[config.mk]
export PLATFORM = sky130hd
export DESIGN_NAME = ahb_arb2
export DESIGN_NICKNAME = d
export VERILOG_FILES = /design/src/rtl/ahb_arb2.sv
export SDC_FILE = /design/constraint.sdc
export NUM_CORES = 1
export LEC_CHECK = 0
export ABC_AREA = 1
export CORE_AREA = 4 4 86 88
export CTS_BUF_LIST = sky130_fd_sc_hd__clkbuf_16
export DETAILED_ROUTE_END_ITERATION = 10
export DIE_AREA = 0 0 90 92
export GPL_TIMING_DRIVEN = 0
export PLACE_DENSITY = 0.78
export SLEW_MARGIN = 0
export SYNTH_ARGS = -nofsm -noshare
export SYNTH_HDL_FRONTEND = slang
export SYNTH_SLANG_ARGS = --single-unit
[constraint.sdc]
create_clock -name hclk -period 1.5 [get_ports hclk]
set_clock_uncertainty 0.15 [all_clocks]
set_input_delay 0.225 -clock hclk [delete_from_list [all_inputs] [get_ports hclk]]
set_output_delay 0.225 -clock hclk [all_outputs]
set_load 0.02 [all_outputs]
[src/rtl/ahb_arb2.sv]
// Two-master AHB arbiter and address/data multiplexer.
// Grant is registered; address and write-data muxes follow the AHB pipeline.
module ahb_arb2 #(
    parameter int DEFAULT_MASTER = 0,
    parameter int RR_EN          = 1
) (
    input  logic        hclk,
    input  logic        rst_i,
    input  logic [31:0] m0_haddr,
    input  logic [1:0]  m0_htrans,
    input  logic        m0_hwrite,
    input  logic [2:0]  m0_hsize,
    input  logic [2:0]  m0_hburst,
    input  logic [31:0] m0_hwdata,
    input  logic        m0_hbusreq,
    input  logic [31:0] m1_haddr,
    input  logic [1:0]  m1_htrans,
    input  logic        m1_hwrite,
    input  logic [2:0]  m1_hsize,
    input  logic [2:0]  m1_hburst,
    input  logic [31:0] m1_hwdata,
    input  logic        m1_hbusreq,
    output logic        m0_hgrant,
    output logic        m1_hgrant,
    output logic [31:0] haddr,
    output logic [1:0]  htrans,
    output logic        hwrite,
    output logic [2:0]  hsize,
    output logic [2:0]  hburst,
    output logic [31:0] hwdata,
    output logic        hmaster,
    input  logic        hready
);

    typedef enum logic [1:0] {
        IDLE   = 2'b00,
        BUSY   = 2'b01,
        NONSEQ = 2'b10,
        SEQ    = 2'b11
    } htrans_e;

    localparam logic PARK = 1'(DEFAULT_MASTER);

    logic       grant;
    logic       grant_nxt;
    logic       hmaster_d;
    logic [3:0] beats_rem;
    logic [3:0] beats_nxt;
    logic       burst_start;
    logic       arb_point;

    // Address-phase signals come from the current bus owner.
    always_comb begin
        haddr  = hmaster ? m1_haddr  : m0_haddr;
        htrans = hmaster ? m1_htrans : m0_htrans;
        hwrite = hmaster ? m1_hwrite : m0_hwrite;
        hsize  = hmaster ? m1_hsize  : m0_hsize;
        hburst = hmaster ? m1_hburst : m0_hburst;
    end

    // Write data follows the owner of the previous address phase.
    always_comb begin
        hwdata = hmaster_d ? m1_hwdata : m0_hwdata;
    end

    assign m0_hgrant = ~grant;
    assign m1_hgrant = grant;

    // A NONSEQ of a fixed-length burst locks the bus for its whole length.
    assign burst_start = (htrans == NONSEQ) && (hburst[2:1] != 2'b00);
    assign arb_point   = hready && (beats_rem == 4'd0) && !burst_start;

    // Pick the next grant; only re-arbitrate at an arbitration point.
    always_comb begin
        grant_nxt = grant;
        if (arb_point) begin
            unique case ({m1_hbusreq, m0_hbusreq})
                2'b00: grant_nxt = PARK;
                2'b01: grant_nxt = 1'b0;
                2'b10: grant_nxt = 1'b1;
                2'b11: grant_nxt = (RR_EN != 0) ? ~grant : 1'b1;
            endcase
        end
    end

    // Track beats left in a fixed-length burst; NONSEQ always restarts it.
    always_comb begin
        beats_nxt = beats_rem;
        if (htrans == NONSEQ) begin
            unique case (hburst[2:1])
                2'b01:   beats_nxt = 4'd3;
                2'b10:   beats_nxt = 4'd7;
                2'b11:   beats_nxt = 4'd15;
                default: beats_nxt = 4'd0;
            endcase
        end else if (htrans == SEQ && beats_rem != 4'd0) begin
            beats_nxt = beats_rem - 4'd1;
        end
    end

    // Pipeline state advances only when the slave accepts the transfer.
    always_ff @(posedge hclk or posedge rst_i) begin
        if (rst_i) begin
            grant     <= PARK;
            hmaster   <= PARK;
            hmaster_d <= PARK;
            beats_rem <= 4'd0;
        end else if (hready) begin
            grant     <= grant_nxt;
            hmaster   <= grant;
            hmaster_d <= hmaster;
            beats_rem <= beats_nxt;
        end
    end

endmodule

# After elaboration in Yosys (flattened, before gate mapping)
# Cells that the tools add are included.
[totals]
regBits = 7
wordCells = 37
[op_classes]
eq_ne = 8
n_bitwise = 1
reduce_logical = 13
add_sub_neg = 1
muxes = 10
[op_table]
columns = ["cell", "n"]
rows = [
  ["two-way mux 32 bit", 2],
  ["== test 2 bit (second input constant)", 6],
  ["one-hot mux 4 bit (3 select lines)", 1],
  ["two-way mux 4 bit", 2],
  ["two-way mux 3 bit", 2],
  ["== test 2 x 1 -> 1 bit (second input constant)", 2],
  ["logical AND 1 bit", 4],
  ["zero test 4 bit", 1],
  ["AND reduction 2 bit", 2],
  ["nonzero test 2 bit", 2],
  ["nonzero test 4 bit", 1],
  ["subtractor 4 x 1 -> 4 bit (second input constant)", 1],
  ["one-hot mux 1 bit (3 select lines)", 1],
  ["zero test 2 bit", 1],
  ["two-way mux 2 bit", 1],
  ["OR reduction 2 bit", 1],
  ["zero test 1 bit", 1],
  ["two-way mux 1 bit", 1],
  ["NOT 1 bit", 1],
]

# Longest topological paths before layout
[depth]
word_depth = 6
mapped_depth = 10
ltp_nobuf = 9

# Worst setup path before layout
# Ideal clock, no wire load.
[synth_path]
kind = "reg2reg"
start = "reg hmaster"
end = "reg beats_rem[3]"
arrival_ps = 1370
path_stages_with_launch = 8
setup_slack_ps = -136
synth_period_minus_slack_ps = 1636
n_path_buf = 1
cell_sequence = "dfrtp_1 -> buf_6 -> o21ai_1 -> nand2_1 -> nand2_1 -> nand2_1 -> nand2_1 -> nand2_1"
[synth_via]
elab_chain_len = 5
[synth_lines]
columns = ["item", "line", "rtl"]
rows = [
  ["start, declared", "31", "output logic hmaster,"],
  ["start signal, assigned", "110", "hmaster <= grant;"],
  ["two-way mux 2 bit (*)", "55", "htrans = hmaster ? m1_htrans : m0_htrans;"],
  ["named net htrans[1]", "26", "output logic [1:0] htrans,"],
  ["== test 2 bit", "96", "end else if (htrans == SEQ && beats_rem != 4'd0) begin"],
  ["logical AND 1 bit", "96", ""],
  ["nonzero test 2 bit (no line)", "-", ""],
  ["AND reduction 2 bit (no line)", "-", ""],
  ["end signal, assigned", "112", "beats_rem <= beats_nxt;"],
  ["end, declared", "47", "logic [3:0] beats_rem;"],
]
# Mark *: on every way through the listed nets, which the timed path passes. The rest lies on a longest branch.
# A chain may end at the register's enable or synchronous reset.

# Worst setup path in the final report
[layout_path]
start = "reg hmaster"
end = "out hsize[0]"
[layout_via]
elab_chain_len = 1
[layout_lines]
columns = ["item", "line", "rtl"]
rows = [
  ["two-way mux 3 bit", "57", "hsize = hmaster ? m1_hsize : m0_hsize;"],
  ["end, declared", "28", "output logic [2:0] hsize,"],
]
# Every way passes these cells.

==> run_results.csv <==
group,metric,value,unit
route,routed_wl,10500,um
synthesis,synth_edf_count,0,
layout,layout-drive-gt1-share,0.491,
route,via_per_inst,4.49,
clock_tree,path_clk_slew,0.04,ns
setup_path,critPathLaunchType,"flip-flop",
route,drcViolationCount,0,
route,wire_per_inst,16.1,um
synthesis,synth_cell_types,19,
setup_path,critPathKind,"flip-flop to output pin",
placed_design,dp_cells,618,
clock_tree,cts_root_buffer,"clkbuf_16",
synthesis,ys_seq_elements,7,
clock_tree,cts_tree,"built",
global_routing,antenna_found_initial,0,
clock_tree,clk_path_buf_depth,2,
synthesis,ys_seq_area_frac,0.123,
layout,final_area,4930,um^2
clock_tree,insertion_delay,0.23,ns
synthesis,syn-cell-area,1420,um^2
route,wl_met1,3760,um
global_routing,grt_pass1_vias,2857,
layout,syn_to_final_growth,247,%
outcome,violations,"setup timing",
synthesis,yosysWarnings,0,
floorplan,start_util,0.214,
layout,final_cells,652,
route,vias,2930,
setup_path,critPathMaxFanout,6,
power_and_ir_drop,switching_power,3280,uW
placed_design,gp_congestion,0.886,
floorplan,die-area,8280,um^2
synthesis,synth.area.top_cells,"nand2_1 (66%), dfrtp_1 (12%), inv_1 (4.2%)",
floorplan,die_h,92,um
placed_design,place_area,3850,um^2
global_routing,grt_pass1_wl,14200,um
route,antenna_left,0,
synthesis,syn_area_per_cell,4.56,um^2
clock_tree,numCtsBuffers,3,
power_and_ir_drop,switching_share,0.477,
clock_tree,cts_hold_buf,0,
timing,holdWs,0.113,ns
power_and_ir_drop,p_per_area,1390,nW/um^2
run,cap_violations,0,
setup_path,arrival,1.37,ns
layout,fin_util,0.743,
route,dr.pass1.iters,4,
layout,nNetsFinal,726,
timing,fin_crit,1.74,ns
power_and_ir_drop,seqPwrFrac,0.054,
outcome,outcome,"complete, but fails checks",
clock_tree,h-tree-depth,1,
timing,setup_ws,-0.240,ns
synthesis,yosysTopAreaCell,"nand2_1",
placed_design,post-dp-hpwl,6860,um
placed_design,portBuffers,226,
timing,worst_pin_slew,0.274,ns
timing,slew_viol_final,0,
power_and_ir_drop,p_clk_frac,0.065,
timing,slew_headroom,0.817,
clock_tree,clkSinkCount,7,
power_and_ir_drop,combPwrFrac,0.881,
timing,tns,-10.19,ns
synthesis,synth_top_area_share,0.658,
layout,diodes,0,
route,top_layer,"met4",
power_and_ir_drop,leakagePower,0.00248,uW
synthesis,synth_nets,465,
floorplan,pin_count,227,
synthesis,synth_flop_cell,"dfrtp_1",
timing,max_clock_freq,0.575,GHz
timing,rsz0062_at_grt,"yes",
floorplan,die_w,90,um
layout,regArea,178,um^2
hold_path,hold_class,"input port to async pin",
synthesis,yosysMostFrequentCell,"nand2_1",
timing,setup-violations-final,78,
power_and_ir_drop,intPower,3600,uW
synthesis,ys_top_cells_by_count,"nand2_1 (249), inv_1 (16), buf_2 (9), dfrtp_1 (7), clkbuf_1 (6)",
setup_path,cp.required,1.12,ns
global_routing,grtUsageTotal,0.208,
setup_path,endpoint_kind,"output pin",
floorplan,core,6640,um^2
synthesis,synth-async-reset-ratio,1.00,
route,first_iter_violations,40,
layout,fillCellCount,492,
global_routing,globalRouteOverflowTotal,0,
timing,hold_violations,0,
power_and_ir_drop,ir_drop,1.08,mV
route,wl_met3,670,um
timing,post-route-period-util,1.16,
layout,multi_input_area,1630,um^2
floorplan,rows,30,
synthesis,postSynthCellCount,312,
route,wl_met2,5760,um
global_routing,grt_max_degree,11,
-- per-layer routing --
metal  track usage  vias up
met1         0.225     1336
li1              -     1432
met5             0        -
met2         0.407      135
met3        0.0484       27
met4        0.0421        0
-- power by group through the flow --
| stage | Combinational [uW] | Clock, uW | Sequential (uW) |
|---|---|---|---|
| after floorplan | 2280 | 0 | 354 |
| after global placement | 4250 | 0 | 344 |
| after detailed placement | 4290 | 0 | 346 |
| after CTS | 5460 | 462 | 376 |
| after global routing | 6400 | 482 | 389 |
| final | 6060 | 449 | 370 |
-- final cells by class --
class | count | area share
timing repair buffer | 258 | 0.542
multi-input combinational | 270 | 0.330
buffer | 13 | 0.0368
sequential | 7 | 0.0360
tap | 80 | 0.0203
inverter | 19 | 0.0185
clock buffer | 3 | 0.0152
clock inverter | 1 | 0.000761
timing repair inverter | 1 | 0.000761
-- layout by cell type, fill, tap and decap left out, types with 5 or more instances in the layout --
master and n:
clkdlybuf4s50_1 150, buf_4 23, buf_6 79, dfrtp_1 5, nand2_2 112, nand2_1 107, buf_8 10, nand2_4 35
inv_1 14
-- stage by stage --
stage	power, uW	setup slack (ns)
floorplan	2640	0.00488
global placement	4590	-0.653
detailed placement	4640	-0.664
CTS	6290	-0.218
global route	7270	-0.290
finish	6870	-0.240
-- state kept, by name, indices dropped and copies added, names as in the netlist --
signal / flops
beats_rem: 4
hmaster: 1
hmaster_d: 1
m1_hgrant: 1
-- cell families after synthesis --
group                    share of synthesized area
buffers and inverters                        0.109
AO/OA/AOI/OAI                               0.0273
flip-flops                                   0.123
AND/OR/NAND/NOR                              0.717
adder cells (fa/ha/maj)                     0.0176
XOR/XNOR                                   0.00616
-- critical path, cell delays in order (launching register included) --
cell and delay, ns:
dfrtp_2 0.41, buf_8 0.15, clkinv_8 0.07, buf_12 0.12, buf_6 0.12, nand2_1 0.07
nand2_2 0.08, buf_6 0.12
-- repair_timing --
| item | 4_1_cts | 5_1_grt |
|---|---|---|
| setup endpoints to repair | 76 | 79 |
| gates resized for setup | 554 | 115 |
| pin swaps | 23 | 23 |
| gates cloned | 8 | 1 |
| setup buffers | 22 | 5 |
-- final timing paths --
check,startpoint,end,slack [ns],cells after the start
min in group hclk,beats_rem[0]$_DFFE_PP0P_,beats_rem[0]$_DFFE_PP0P_,0.34,2
worst max-delay path,hmaster$_DFFE_PP0P_,hsize[0],-0.24,7
worst min register to register,beats_rem[0]$_DFFE_PP0P_,beats_rem[0]$_DFFE_PP0P_,0.34,2
worst max register to register,hmaster$_DFFE_PP0P_,m1_hgrant$_DFFE_PP0P_,-0.05,11
max in group asynchronous,rst_i,hmaster$_DFFE_PP0P_,0.85,2
worst min-delay path,rst_i,beats_rem[2]$_DFFE_PP0P_,0.11,2
(Power assumes the default switching activity.)
